<file path="config.mk">
export PLATFORM = sky130hd
export DESIGN_NAME = freq_gate_counter
export DESIGN_NICKNAME = d
export VERILOG_FILES = /design/src/rtl/freq_pkg.sv /design/src/rtl/bcd_digit.sv /design/src/rtl/freq_gate_counter.sv
export SDC_FILE = /design/constraint.sdc
export NUM_CORES = 1
export LEC_CHECK = 0
export BUFFER_PORTS_ARGS = -buffer_cell sky130_fd_sc_hd__buf_2
export CAP_MARGIN = 25
export CORE_MARGIN = 10
export CORE_UTILIZATION = 40
export CTS_CLUSTER_SIZE = 40
export DETAILED_ROUTE_END_ITERATION = 6
export GPL_ROUTABILITY_DRIVEN = 0
export SYNTH_ARGS = -nofsm -noshare
export SYNTH_HDL_FRONTEND = slang
export SYNTH_SLANG_ARGS = --single-unit
</file>
<file path="constraint.sdc">
create_clock -name c_clk -period 6.9 [get_ports c_clk]
set_clock_uncertainty 0.15 [all_clocks]
set_input_delay 1.035 -clock c_clk [delete_from_list [all_inputs] [get_ports c_clk]]
set_output_delay 1.035 -clock c_clk [all_outputs]
set_load 0.01 [all_outputs]
</file>
<file path="src/rtl/freq_pkg.sv">
// Shared definitions for the frequency meter: gate FSM states, BCD limits and
// the default gate window length also used by the display path.
package freq_pkg;

  typedef enum logic [1:0] {
    GATE  = 2'd0,
    SAVE  = 2'd1,
    CLEAR = 2'd2
  } state_t;

  localparam logic [3:0] BCD_MAX             = 4'd9;
  localparam int         DIGITS              = 4;
  localparam int         GATE_CYCLES_DEFAULT = 50_000_000;

  // Any code above 9 also wraps to 0, so a disturbed digit recovers to BCD.
  function automatic logic [3:0] bcd_next(input logic [3:0] d);
    return (d >= BCD_MAX) ? 4'd0 : d + 4'd1;
  endfunction

endpackage

</file>
<file path="src/rtl/bcd_digit.sv">
// One decade of the BCD edge counter: synchronous clear, increment with
// carry-out when rolling from 9 to 0.
module bcd_digit
  import freq_pkg::*;
(
  input  logic       clk,
  input  logic       rst,
  input  logic       clr,
  input  logic       inc,
  output logic [3:0] q,
  output logic       carry
);

  assign carry = inc & (q == BCD_MAX);

  // Decade register; clear has priority over increment.
  always_ff @(posedge clk or posedge rst) begin
    if (rst) begin
      q <= 4'd0;
    end else if (clr) begin
      q <= 4'd0;
    end else if (inc) begin
      q <= bcd_next(q);
    end else begin
      q <= q;
    end
  end

endmodule

</file>
<file path="src/rtl/freq_gate_counter.sv">
// Frequency meter front end: counts synchronized rising edges of sig_in over a
// gate window, strobes save low once per window, then clears and reopens.
module freq_gate_counter
  import freq_pkg::*;
#(
  parameter int GATE_CYCLES = GATE_CYCLES_DEFAULT,
  parameter int GW          = 26
) (
  input  logic       c_clk,
  input  logic       rst,
  input  logic       sig_in,
  output logic [3:0] th_d,
  output logic [3:0] hundred_d,
  output logic [3:0] ten_d,
  output logic [3:0] one_d,
  output logic       save,
  output logic       over
);

  localparam logic [GW-1:0] GATE_LAST = GW'(GATE_CYCLES - 1);
  localparam logic [GW-1:0] GATE_ONE  = GW'(1);

  state_t            state;
  logic [GW-1:0]     gate_cnt;
  logic              ovf_flag;
  logic              s1, s2, s3;
  logic              rise, counting, all_max, ovf_event, clr;
  logic [DIGITS-1:0] inc, carry;
  logic [3:0]        dig [DIGITS];

  // Two-stage synchronizer plus a delay stage for rising-edge detection.
  always_ff @(posedge c_clk or posedge rst) begin
    if (rst) begin
      s1 <= 1'b0;
      s2 <= 1'b0;
      s3 <= 1'b0;
    end else begin
      s1 <= sig_in;
      s2 <= s1;
      s3 <= s2;
    end
  end

  assign rise     = s2 & ~s3;
  assign counting = (state == GATE) & rise;
  assign clr      = (state == CLEAR);
  assign all_max  = (dig[0] == BCD_MAX) & (dig[1] == BCD_MAX) &
                    (dig[2] == BCD_MAX) & (dig[3] == BCD_MAX);

  // Saturation: at 9999 the edge is swallowed here and only flags overflow.
  assign inc[0]          = counting & ~all_max;
  assign inc[DIGITS-1:1] = carry[DIGITS-2:0];
  assign ovf_event       = (counting & all_max) | carry[DIGITS-1];

  for (genvar i = 0; i < DIGITS; i++) begin : g_digit
    bcd_digit u_digit (
      .clk  (c_clk),
      .rst  (rst),
      .clr  (clr),
      .inc  (inc[i]),
      .q    (dig[i]),
      .carry(carry[i])
    );
  end

  assign one_d     = dig[0];
  assign ten_d     = dig[1];
  assign hundred_d = dig[2];
  assign th_d      = dig[3];

  // Gate sequencer with registered save strobe and overflow indication.
  always_ff @(posedge c_clk or posedge rst) begin
    if (rst) begin
      state    <= GATE;
      gate_cnt <= {GW{1'b0}};
      save     <= 1'b1;
      over     <= 1'b0;
      ovf_flag <= 1'b0;
    end else begin
      case (state)
        GATE: begin
          if (ovf_event) begin
            ovf_flag <= 1'b1;
          end else begin
            ovf_flag <= ovf_flag;
          end
          if (gate_cnt == GATE_LAST) begin
            state    <= SAVE;
            gate_cnt <= {GW{1'b0}};
            save     <= 1'b0;
          end else begin
            gate_cnt <= gate_cnt + GATE_ONE;
            save     <= 1'b1;
          end
        end
        SAVE: begin
          save  <= 1'b1;
          over  <= ovf_flag;
          state <= CLEAR;
        end
        CLEAR: begin
          save     <= 1'b1;
          ovf_flag <= 1'b0;
          state    <= GATE;
        end
        default: begin
          state    <= GATE;
          gate_cnt <= {GW{1'b0}};
          save     <= 1'b1;
          ovf_flag <= 1'b0;
        end
      endcase
    end
  end

endmodule

</file>
# ---- After elaboration in Yosys (flattened, before gate mapping)
# Index checks and enable logic that the tools add are counted.
dict set report classes {
  add_sub_neg 5
  magnitude_cmp 4
  eq_ne 9
  muxes 20
  bitwise_logic 15
  n_reduce_logical 7
}
# cell n
set ops {}
lappend ops {{$pmux 26 s2} 1}
lappend ops {{$mux 4} 12}
lappend ops {{$add 26x1->26 const B} 1}
lappend ops {{$eq 26x26->1 const B} 1}
lappend ops {{$mux 26} 1}
lappend ops {{$add 4x1->4 const B} 4}
lappend ops {{$eq 4x4->1 const B} 4}
lappend ops {{$ge 4x4->1 const B} 4}
lappend ops {{$and 1x1->1} 11}
lappend ops {{$reduce_bool 2->1} 4}
lappend ops {{$pmux 2 s2} 1}
lappend ops {{$mux 1} 3}
lappend ops {{$not 1->1} 3}
lappend ops {{$eq 2x1->1 const B} 1}
lappend ops {{$eq 2x2->1 const B} 1}
lappend ops {{$logic_not 2->1} 1}
lappend ops {{$mux 2} 1}
lappend ops {{$ne 2x1->1 const B} 1}
lappend ops {{$ne 2x2->1 const B} 1}
lappend ops {{$pmux 1 s2} 1}
lappend ops {{$reduce_and 2->1} 1}
lappend ops {{$reduce_or 2->1} 1}
lappend ops {{$or 1x1->1} 1}
dict set report word_totals {
  ff_bits 50
  out_inout_bits 18
}

# ---- Depth between registers and ports, before layout
dict set report depth {
  depth_word 13
  ltp_mapped 7
  mapped_depth_nobuf 6
}

# ---- By module
# From an unflattened synthesis, not the netlist that was laid out.
dict set report unflattened {
  cells_unflattened 306
  hier_area_um2 3054.2
}
# module instances cells_each area_each_um2 seq_area_each_um2
set by_module_without_submodules {}
lappend by_module_without_submodules {freq_gate_counter 1 190 1928.1 852.1}
lappend by_module_without_submodules {bcd_digit 4 29 281.5 100.1}

# ---- Worst setup path before layout
# Ideal clock, no wire load.
dict set report synth_timing {
  path_type {flip-flop to flip-flop}
  from {register gate_cnt[18]}
  to {register state[1]}
  arrival_time_ns 2.290
  required_ns 6.625
  slack_ns 4.335
  path_stages_with_launch 6
  cell_sequence {dfrtp_1 -> buf_6 -> or4b_1 -> or4_4 -> o41ai_4 -> mux2_4}
}
dict set report synth_via {
  elab_chain_cells 2
}
# element line_no
set synth_lines {}
lappend synth_lines {{start: declaration} freq_gate_counter.sv:24} ;# logic [GW-1:0] gate_cnt;
lappend synth_lines {{start signal: assignment} freq_gate_counter.sv:75} ;# gate_cnt <= {GW{1'b0}};
lappend synth_lines {{start signal: assignment} freq_gate_counter.sv:89} ;# gate_cnt <= {GW{1'b0}};
lappend synth_lines {{start signal: assignment} freq_gate_counter.sv:92} ;# gate_cnt <= gate_cnt + GATE_ONE;
lappend synth_lines {{$eq 26x26->1} freq_gate_counter.sv:87} ;# if (gate_cnt == GATE_LAST) begin
lappend synth_lines {{$ne 2x1->1 (no source line)} n/a}
lappend synth_lines {{end signal: assignment} freq_gate_counter.sv:88} ;# state <= SAVE;
lappend synth_lines {{end signal: assignment} freq_gate_counter.sv:99} ;# state <= CLEAR;
lappend synth_lines {{end signal: assignment} freq_gate_counter.sv:104} ;# state <= GATE;
lappend synth_lines {{end: declaration} freq_gate_counter.sv:23} ;# state_t state;
# Every way passes these cells.
# A chain may end at the register's enable or synchronous reset.

# ---- Worst setup path in the final report
dict set report layout_timing {
  from {register gate_cnt[18]}
  to {register gate_cnt[22]}
}
dict set report layout_via {
  elab_chain_cells 3
}
# element line_no
set layout_lines {}
lappend layout_lines {{$add 26x1->26 or $eq 26x26->1 (tied branches)} {freq_gate_counter.sv:92, freq_gate_counter.sv:87}}
lappend layout_lines {{$mux 26 *} freq_gate_counter.sv:87}
lappend layout_lines {{$pmux 26 s2 *} freq_gate_counter.sv:80} ;# case (state)
# Every way passes the cells marked *; elsewhere a longest branch is shown, timed or not.

==> metrics <==
P_leak 1.409 nW; Syn Inst Count 303; clk root buf clkbuf_8; PostCTS Resize Cnt 0; Primary FF master, synth dfrtp_1; Clock transition at path regs 0.10 ns; Syn-to-layout area delta 8.387%; initial antenna violation count 0; VDD IR max 0.00008894 V; clk_lat worst skew 0.31 ns; drt drc 0; Mean Syn Cell Area 9.700 um2; Max Root-Sink Buffers 2; syn nets 323; Layout Nets 336; layout cell share with drive strength beyond 1 13.88%; Worst-Margin Slew 0.7389 ns; fin crit period 3.024 ns; final setup margin 3.876 ns; n_diodes 0; total CTS buffers 5; routed vias 2297; Data required, critical path 6.95 ns; Max Clock Freq 330.6 MHz; Final Hold Viols 0; Sink Count 50; Min-Delay Path Class register to register; RSZ-0062 raised after global routing no; pin count of the biggest net entering global routing 51; status finished clean; vias in the first global route 2257; gr ovfl total 0; FF-to-FF setup slack 3.88 ns; setup TNS 0 ns; Design Power 0.6073 mW; die span in y 105.7 um; Syn Std Cell Area 2939 um2; synthesis-stage register bit count 50; post-DR vias/cell 5.522; Worst EP arrival 3.07 ns; Area after DPL 3092 um2; Initial Util 40.74%; Slew Viols, Final 0; FFs w/ async S/R, synth 100.0%; first drt pass iteration count 4; yosys warns 0; Yosys top cell by area dfrtp_1; DP Worst Slack 3.882 ns; fin cells 416; placed cell count 408; WS Path Type register to register; CP max FO 16; total die area 11180 um2; Final setup viols 0; commonest cells in the netlist dfrtp_1 (49), nand2_1 (23), a21oi_1 (21); I/O Buffers 20; PD cells 190.6 nW/um2; first-pass GRT wire length 10.70 mm; hpwl dp 4.145 mm; Core ar. 7214 um2; wirelength, routed 6.020 mm; post-route cell area 3186 um2; CTS Hold Bufs 0; H-tree Lvls 2; CTS tree yes; initial DRC count 95; Die Width 105.7 um; utilization after layout 44.16%; Setup Fix Bufs, Post-CTS 0; Post-synth EDFFs 0; Max-cap violations 0; Setup crit end kind register; antenna-violating nets left 0; GRT Util Overall 11.08%; Synth cell types 54; WHS 0.2111 ns; share of the synthesized area in the top cell type 41.72%; Final Cycle Share 43.83%; number of core rows 31; Seq/Total Area, Yosys 42.61%; cell with the most instances after synthesis dfrtp_1; critical path startpoint category register; Synth area leaders dfrtp_1 (42%), ha_1 (7.2%), a21oi_1 (3.6%); drt wl/cell 14.47 um; Ports 21; Slew headroom 50.29%
==> state kept, by name, summed over array words and instances, names as in the netlist <==
register	count
gate_cnt	26
g_digit.u_digit.q	16
state	2
over	1
ovf_flag	1
s1	1
s2	1
s3	1
save	1
==> kinds of logic after synthesis <==
logic type	after synthesis	share of synthesized area, %
flip-flops	50	42.61
AO/OA/AOI/OAI	76	17.24
AND/OR/NAND/NOR	113	23.16
XOR/XNOR	9	2.682
buffers and inverters	33	5.108
multiplexers	5	1.958
adder cells (fa/ha/maj)	17	7.237
==> worst paths after layout <==
path	from	end	cells past startpoint
worst max-delay path	gate_cnt[18]	gate_cnt[22]	5
worst max register to register	gate_cnt[18]	gate_cnt[22]	5
worst min-delay path	s1	s2	0
min in group asynchronous	rst	g_digit[1].u_digit.q[2]	3
worst min register to register	s1	s2	0
max in group asynchronous	rst	gate_cnt[11]	3
==> layout by cell type, fill, tap and decap left out, types with 3 or more instances in the layout <==
cell	instances
and3b_1	5
and4_1	3
ha_1	17
nand4b_1	4
o31ai_1	8
o21a_1	3
or3_1	5
nand4_1	6
or4_1	6
a21o_1	3
a21oi_1	21
nand3_1	13
nor4_1	9
buf_2	20
nand2_1	23
xnor2_1	8
or2_2	3
nor4b_1	3
o21ai_0	15
a22oi_1	10
nand3b_1	7
nor2_1	8
nor3_1	7
a31oi_1	5
clkbuf_8	5
inv_1	16
dfrtp_1	49
==> area by class of cell <==
class	count	area [um2]
multi-input cells	220	1536
flip-flops and latches	50	1252
well taps	99	123.9
clock inverters	3	25.02
fillers	717	4029
clock buffers	5	68.82
repair buffers	22	115.1
inverters	17	63.81
==> worst max-delay path: stages (launching register included) <==
cell and delay, ns:
dfrtp_1 0.49, or4b_1 0.53, or4_4 0.51, o41ai_4 0.66, buf_4 0.34, o2bb2a_1 0.23
==> metal layers <==
layer  share of wire, %  vias to the layer above  track usage, %
met2                 47                       28           17.80
met4               0.93                        0           3.385
met3                3.4                        7           2.862
met1                 49                     1108           14.26
li1                   -                     1154               -
met5                  0                        -               0
==> power by group <==
group,internal [mW],switching (mW)
Clock,0.0734,0.108
Combinational,0.0441,0.0523
Sequential,0.309,0.0211
(Power assumes the default switching activity.)
